[src/rtl/rr_arbiter_4.sv]
// rr_arbiter_4: four-way round-robin arbiter driving a 2-to-4 decoder with an active-low enable.
// A grant is held while its request stays high; the priority pointer advances past the
// requester just served, and at least one IDLE cycle separates consecutive grants.
// All outputs are registered.
// Optional feature: define RR_PREEMPT_EN to cap a grant at MAX_HOLD cycles whenever another
// requester is waiting. Without it, a grant lasts until its request drops.
module rr_arbiter_4 #(
    parameter int unsigned MAX_HOLD = 15
) (
    input  logic       clk,
    input  logic       rst_n,
    input  logic [3:0] req_in,
    output logic [1:0] sel_out,
    output logic       en_n_out,
    output logic       busy_out
);

    typedef enum logic [0:0] {StIdle, StGrant} state_e;

    // Elaboration-time guard on the hold limit.
    if (MAX_HOLD < 2 || MAX_HOLD > 255) begin : g_bad_max_hold
        $error("rr_arbiter_4: MAX_HOLD must be in 2..255");
    end

    state_e     state_q;
    logic [1:0] sel_q;
    logic [1:0] ptr_q;
    logic       en_n_q;
    logic       busy_q;
    logic [1:0] pick;
    logic       preempt;

`ifdef RR_PREEMPT_EN
    localparam logic [7:0] HoldLimit = 8'(MAX_HOLD - 1);

    logic [7:0] hold_cnt_q;
    logic       others_req;

    // Preempt when the hold limit is reached and some other requester is waiting.
    always_comb begin
        others_req = |(req_in & ~(4'b0001 << sel_q));
        preempt    = (hold_cnt_q == HoldLimit) && others_req;
    end
`else
    assign preempt = 1'b0;
`endif

    // First set request bit searching upward from the priority pointer, wrapping mod 4.
    // Walk from the farthest offset down so the nearest one wins.
    always_comb begin
        pick = ptr_q;
        for (int k = 3; k >= 0; k--) begin
            if (req_in[ptr_q + 2'(k)]) begin
                pick = ptr_q + 2'(k);
            end
        end
    end

    // Arbitration FSM with registered grant outputs.
    always_ff @(posedge clk or negedge rst_n) begin
        if (!rst_n) begin
            state_q    <= StIdle;
            sel_q      <= 2'b00;
            ptr_q      <= 2'b00;
            en_n_q     <= 1'b1;
            busy_q     <= 1'b0;
`ifdef RR_PREEMPT_EN
            hold_cnt_q <= 8'd0;
`endif
        end else begin
            unique case (state_q)
                StIdle: begin
                    if (|req_in) begin
                        state_q    <= StGrant;
                        sel_q      <= pick;
                        en_n_q     <= 1'b0;
                        busy_q     <= 1'b1;
`ifdef RR_PREEMPT_EN
                        hold_cnt_q <= 8'd0;
`endif
                    end
                end
                StGrant: begin
`ifdef RR_PREEMPT_EN
                    if (hold_cnt_q != HoldLimit) begin
                        hold_cnt_q <= hold_cnt_q + 8'd1;
                    end
`endif
                    if (!req_in[sel_q] || preempt) begin
                        state_q <= StIdle;
                        ptr_q   <= sel_q + 2'd1;
                        en_n_q  <= 1'b1;
                        busy_q  <= 1'b0;
                    end
                end
                default: begin
                    state_q <= StIdle;
                    en_n_q  <= 1'b1;
                    busy_q  <= 1'b0;
                end
            endcase
        end
    end

    assign sel_out  = sel_q;
    assign en_n_out = en_n_q;
    assign busy_out = busy_q;

endmodule

[config.mk]
export PLATFORM = sky130hd
export DESIGN_NAME = rr_arbiter_4
export DESIGN_NICKNAME = d
export VERILOG_FILES = /design/src/rtl/rr_arbiter_4.sv
export SDC_FILE = /design/constraint.sdc
export NUM_CORES = 1
export LEC_CHECK = 0
export CORE_AREA = 2 2 39 41
export DETAILED_ROUTE_END_ITERATION = 10
export DIE_AREA = 0 0 41 43
export PLACE_DENSITY = 0.66
export SYNTH_ARGS = -nofsm -noshare
export SYNTH_HDL_FRONTEND = slang
export SYNTH_SLANG_ARGS = --single-unit
export TNS_END_PERCENT = 10
[constraint.sdc]
create_clock -name clk -period 3.3 [get_ports clk]
set_clock_uncertainty 0.1 [all_clocks]
set_input_delay 0.825 -clock clk [delete_from_list [all_inputs] [get_ports clk]]
set_output_delay 0.825 -clock clk [all_outputs]
set_load 0.03 [all_outputs]
* After elaboration in Yosys (flattened, before gate mapping)
Index checks and enable logic that the tools add are counted.
** Cells by class
- Add/subtract/negate cells :: 4
- $lt $le $gt $ge :: 5
- Equal/unequal tests :: 2
- Mux-type cells :: 23
- Bitwise logic cells :: 2
- Reductions and logical operators :: 4
** Operator list (number)
- less-than comparator 2 x 3 -> 1 bit (second input constant) :: 5
- 2-to-1 mux 1 bit :: 11
- binary-select mux 1 bit (select 2 bit) :: 5
- 2-to-1 mux 2 bit :: 4
- case mux 1 bit (2 select lines) :: 3
- AND reduction 2 bit :: 3
- adder 2 x 1 -> 2 bit (second input constant) :: 2
- adder 2 bit (second input constant) :: 2
- != test 2 bit (second input constant) :: 2
- OR reduction 4 bit :: 1
- NOT 1 bit :: 2
** Storage, ports and cells
- Flip-flop bits (word level) :: 7
- Input port bits :: 6
- Output and inout port bits :: 4
- Word-level logic and storage cells :: 45

* Depth between registers and ports, before layout
- Depth in word-level cells :: 7
- Depth in mapped cells :: 3
- Gate-level depth less buffers :: 3

* Least setup slack after synthesis
Ideal clock, no wire load.
- Path type :: input-to-reg
- Start point :: input port req_in[2]
- End point :: register ptr_q[1]
- Library setup time :: 0.125 ns
- Data arrival time :: 1.592 ns
- Required time :: 3.075 ns
- Slack :: 1.483 ns
- Cell stages on the path :: 3
- Path buffers :: 0
- Path through :: mux2_2 > o22ai_4 > mux2_4
** On the way
- Word-level cells in the longest chain between the ends :: 4
** RTL lines
- from (decl) :: line 12 : input logic [3:0] req_in,
- binary-select mux 1 bit (select 2 bit) :: line 89 : if (!req_in[sel_q] || preempt) begin
- 2-to-1 mux 1 bit (implied by the code) :: line 89
- NOT 1 bit (no source line)
- AND reduction 2 bit (no source line)
- to (signal assigned) :: line 91 : ptr_q <= sel_q + 2'd1;
- to (decl) :: line 27 : logic [1:0] ptr_q;
Every way passes these cells. The select of a mux whose other input is x is not followed.
A chain may end at the register's enable or synchronous reset.

* Worst setup path in the final report
- Start point :: register en_n_q (netlist: en_n_out)
- End point :: output port en_n_out
** RTL lines
- from (decl) :: line 28 : logic en_n_q;
- from (signal assigned) :: line 65 : en_n_q <= 1'b1;
- from (signal assigned) :: line 76 : en_n_q <= 1'b0;
- from (signal assigned) :: line 92 : en_n_q <= 1'b1;
- to (decl) :: line 14 : output logic en_n_out,
No word-level cell between the ends.

==> results_dict.tcl <==
set metrics [dict create \
    status "finished, final reports clean" \
    cellPowerDensity_mw_per_mm2 963 \
    startpoint "en_n_out" \
    ctsResizeCount 0 \
    finalCritPeriodShare_pct 71.4 \
    hold_violations 0 \
    yosys-top-cells-area "dfrtp_1 (35%), dfstp_2 (6.2%), mux2_2 (5.3%)" \
    cpPeakStageDelay_ns 0.66 \
    coreArea_mm2 0.00138 \
    drt-met1-wl_um 398 \
    ff2ff_path_depth 3 \
    finalSetupViolations 0 \
    tightest_slew_ns 0.363 \
    netlist.area_leader.share_pct 35.2 \
    synth_edf_count 0 \
    synthesis.area_um2 427 \
    synth_cells 40 \
    preCtsSetupSlack_ns 0.888 \
    crit_path_end "en_n_out" \
    start_util_pct 30.8 \
    max_freq_mhz 424 \
    antenna_found_initial 0 \
    rr_startpoint "sel_out[1]" \
    cts_root_buf "clkbuf_4" \
    cp-start-kind "flop" \
    cp.required_ns 2.37 \
    grtUsageTotal_pct 11.9 \
    slew_violations 0 \
    path_buf_inv 1 \
    clock_latency_ns 0.25 \
    clockBufferDepth 2 \
    cts_tree "yes" \
    relSlewSlack_pct 75.2 \
    synth_cell_types 24 \
    cp_slowest_cell "clkdlybuf4s50_1" \
    postCtsSetupBuffers 0 \
    vias 335 \
    cts_inserted_buffers 3 \
    setup_slack_ns 0.943 \
    wl_met3_um 33 \
    htreeDepth 1 \
    synth_compound_area_share_pct 25.8 \
    num_rows 14 \
    synth.most_common_cell "dfrtp_1" \
    maxCapViolations 0 \
    worst-path-stages 1 \
    die-area_mm2 0.00176 \
    die_w_um 41 \
    cts.clk_slew.worst_paths_ns 0.05 \
    routedWlPerCell_um 12.4 \
    r2r_slack_ns 1.75 \
    synth_seq_cells 7 \
    synth-simple-area-share_pct 15.2 \
    firstDrtPassIters 2 \
    yosysTopAreaCell "dfrtp_1" \
    power_leakage_nw 0.236 \
    met2_length_um 409 \
    ctsHoldBuffers 0 \
    worstSetupPathType "reg -> out" \
    place.gp.congestion 0.752 \
    synthArstFlopShare_pct 100 \
    drtIter0Drc 1 \
    synthFlopType "dfrtp_1" \
    vdd_drop_max_mv 0.458 \
    layout-drive-gt1-share_pct 20.8 \
    seq_area_frac_synth_pct 41.3 \
    hold_ws_ns 0.411 \
    drc_errors 0 \
    path_cells "clkdlybuf4s50_1" \
    synth-adder-area-share_pct 0 \
    cp.arrival_ns 1.43 \
    postSynthAreaPerCell_um2 10.7 \
    setup_tns_ns 0 \
    ant_nets 0 \
    grt_pass1_wl_um 1390 \
    crit_family "buffers and inverters" \
    cts.sinks 7 \
    yosys-mux-area-fraction_pct 11.1 \
    grt_pass1_vias 347 \
    grt-ovfl-total 0 \
    synth_commonest_cells "dfrtp_1 (6), inv_1 (5), o21ai_0 (3)" \
    synth_top_family_by_area "compound AO/OA/AOI/OAI gates" \
    ys_warn_count 0 \
    die_y_um 43 \
    critPathMaxFanout 2 \
    synth_fp_nets 46 \
    routed.top_layer "met4" \
    hpwl_um 653 \
    n_antenna_cell 0 \
    final.min_clock_period_ns 2.36 \
    wl_um 859 \
    grt_max_degree 8 \
    endpoint_kind "primary output" \
    port_buffers 9 \
    io_pins 10 \
    hold_path.class "reg -> reg" \
    rsz0062_at_grt "false" \
    r2r-end "ptr_q[1]" \
    area_growth_pct 32.0 \
    synth-xor-area-share_pct 2.05 \
    via_per_inst 4.86 \
    final_nets 60 \
]
## per-stage QoR
| step | total power [mW] | util [%] | instance area (um2) | instances |
|---|---|---|---|---|
| detailed placement | 0.467 | 38.8 | 537 | 65 |
| CTS | 0.549 | 40.7 | 563 | 69 |
| floorplan | 0.379 | - | 427 | 40 |
| finish | 0.542 | 40.7 | 563 | 69 |
| global route | 0.578 | 40.7 | 563 | 69 |
| global placement | 0.466 | 38.8 | 537 | 65 |
## cell type report
class	instances	area, um2
fill	151	821
multi-input combinational	28	231
sequential	7	176
timing repair buffer	9	90.1
clock buffer	4	26.3
tap	16	20.0
inverter	5	18.8
## registers in the layout, indices dropped and copies added (netlist names)
register / count
ptr_q: 2
sel_out: 2
busy_out: 1
en_n_out: 1
state_q: 1
## worst min-delay path by stage
stage	startpoint	end	slack, ns	cells after the start
6_report	en_n_out	en_n_out	0.41	1
2_1_floorplan	rst_n	busy_out	0.43	0
4_1_cts	en_n_out	en_n_out	0.42	1
5_1_grt	en_n_out	en_n_out	0.42	1
3_5_place_dp	en_n_out	en_n_out	0.41	1
3_3_place_gp	en_n_out	en_n_out	0.41	1
## kinds of logic after synthesis
group	Yosys count
xor+xnor	1
compound gates	13
buf+inv	5
flops	7
simple gates	10
mux	4
## where the power goes
group / total (mW) / internal [mW] / switching (mW)
Clock: 0.0771 / 0.0461 / 0.0310
Sequential: 0.185 / 0.134 / 0.0509
Combinational: 0.281 / 0.144 / 0.136
Total: 0.542 / 0.324 / 0.218
## layout by cell type (no fill, tap or decap), drive strengths merged, types with 2 or more instances in the layout
cell type / netlist / final
o21ai: 3 / 3
nand2b: 2 / 2
nor2b: 2 / 2
a21oi: 2 / 2
inv: 5 / 5
dfrtp: 6 / 6
nor2: 2 / 2
mux2: 3 / 3
clkdlybuf4s50: 0 / 9
clkbuf: 0 / 4
## layer usage
metal / GRT usage, % / vias up
met4: 10.0 / 0
met1: 14.5 / 153
li1: - / 173
met3: 1.57 / 2
met2: 17.5 / 7
met5: 0 / -
No activity file was read; power rests on OpenSTA's default activity.
==> variant: new RTL, config.mk and constraints unchanged <==
Register the output `en_n_out` once more, cleared by the reset; this adds one clock of latency there. The other outputs are not delayed to match.
--- a/src/rtl/rr_arbiter_4.sv
+++ b/src/rtl/rr_arbiter_4.sv
@@ -103,7 +103,13 @@
     end
 
     assign sel_out  = sel_q;
-    assign en_n_out = en_n_q;
+    always_ff @(posedge clk or negedge rst_n) begin
+        if (!rst_n) begin
+            en_n_out <= '0;
+        end else begin
+            en_n_out <= en_n_q;
+        end
+    end
     assign busy_out = busy_q;
 
 endmodule
Formal check against the unedited RTL: not equivalent (a bounded check fails within 4 cycles, from zero or initial values and one cycle with rst_n low).
==> variant against the unedited design <==
Power down 0.50%; largest cell class unchanged; area after synthesis grew 0.29%; worst setup slack improved by 18 ps; sequential cell count increased by 1; highest routed layer unchanged; final area up 0.22%; fmax rose by 0.76%; wire length decreased by 5.8%; critical endpoint is now sel_out[1]; largest power group unchanged; sequential share of layout area increased by 4.4 points.
==> variant: results <==
[status]
outcome = "complete, no violations"

[grt]
met3_usage = 0.03141
gr-usage-met2 = 0.1438
grt_max_degree = 9
grt_util_all_layers = 0.1139

[drt]
detail_route.wirelength.met1_microns = 403
detailroute.wirelength.met2_microns = 345
avgRoutedWirePerCell_microns = 11.72
postRouteWirelength_microns = 809

[placement]
place_ws_ps = 847.6
hpwl_microns = 609.9
dpl-instance-area_sq_um = 538.0
globalplace.congestion = 0.7779

[min_path]
worstHoldStart = "en_n_q$_DFFE_PN1P_"
timing.hold.worst_path_depth = 0
min_delay_worst_endpoint = "en_n_out$_DFF_PN0_"

[timing]
post-route-worst-setup-slack_ps = 961.1
finalHoldWorstSlack_ps = 301.7

[critical_path]
cp_slowest_stage_delay_ps = 710
timing.critical_path.from = "sel_out[1]$_DFFE_PN0P_"
cp-endpoint = "sel_out[1]"
reg2reg_slack_ps = 1660

[yosys]
yosys-top-cells-area = "sky130_fd_sc_hd__dfrtp_1, sky130_fd_sc_hd__mux2_2, sky130_fd_sc_hd__dfstp_2, sky130_fd_sc_hd__a21o_1, sky130_fd_sc_hd__nor2_1"
seq_area_frac_synth = 0.4708
postSynthAreaPerCell_sq_um = 10.70

[power_and_ir_drop]
ir_worst_vdd_v = 0.0004041

[layout]
fillCellCount = 134
variant: cell types whose count changed after synthesis, moves of 2 or more:
cell and delta:
sky130_fd_sc_hd__a21oi_1 -2, sky130_fd_sc_hd__inv_1 -2, sky130_fd_sc_hd__nor2_1 +2, sky130_fd_sc_hd__o21a_1 +2
variant: layout make-up:
class	instances	area, sq um	share of cell area
Clock buffer	4	26.28	0.04656
Inverter	3	11.26	0.01996
Tap cell	16	20.02	0.03548
Multi-Input combinational cell	29	215.2	0.3814
Sequential cell	8	201.4	0.3570
Timing Repair Buffer	9	90.09	0.1596
variant: logic make-up (layout without fill, tap and decap cells):
kind of cell / Yosys count / count (layout) / synth area share
mux: 4 / 4 / 0.1023
compound gates: 13 / 13 / 0.2398
flops: 8 / 8 / 0.4708
simple gates: 11 / 11 / 0.1404
xor+xnor: 1 / 1 / 0.02047
buf+inv: 3 / 16 / 0.02631
variant: power breakdown:
group          internal (mW)  switching (mW)
clock network         0.0461          0.0307
registers              0.152          0.0510
logic                  0.132           0.128
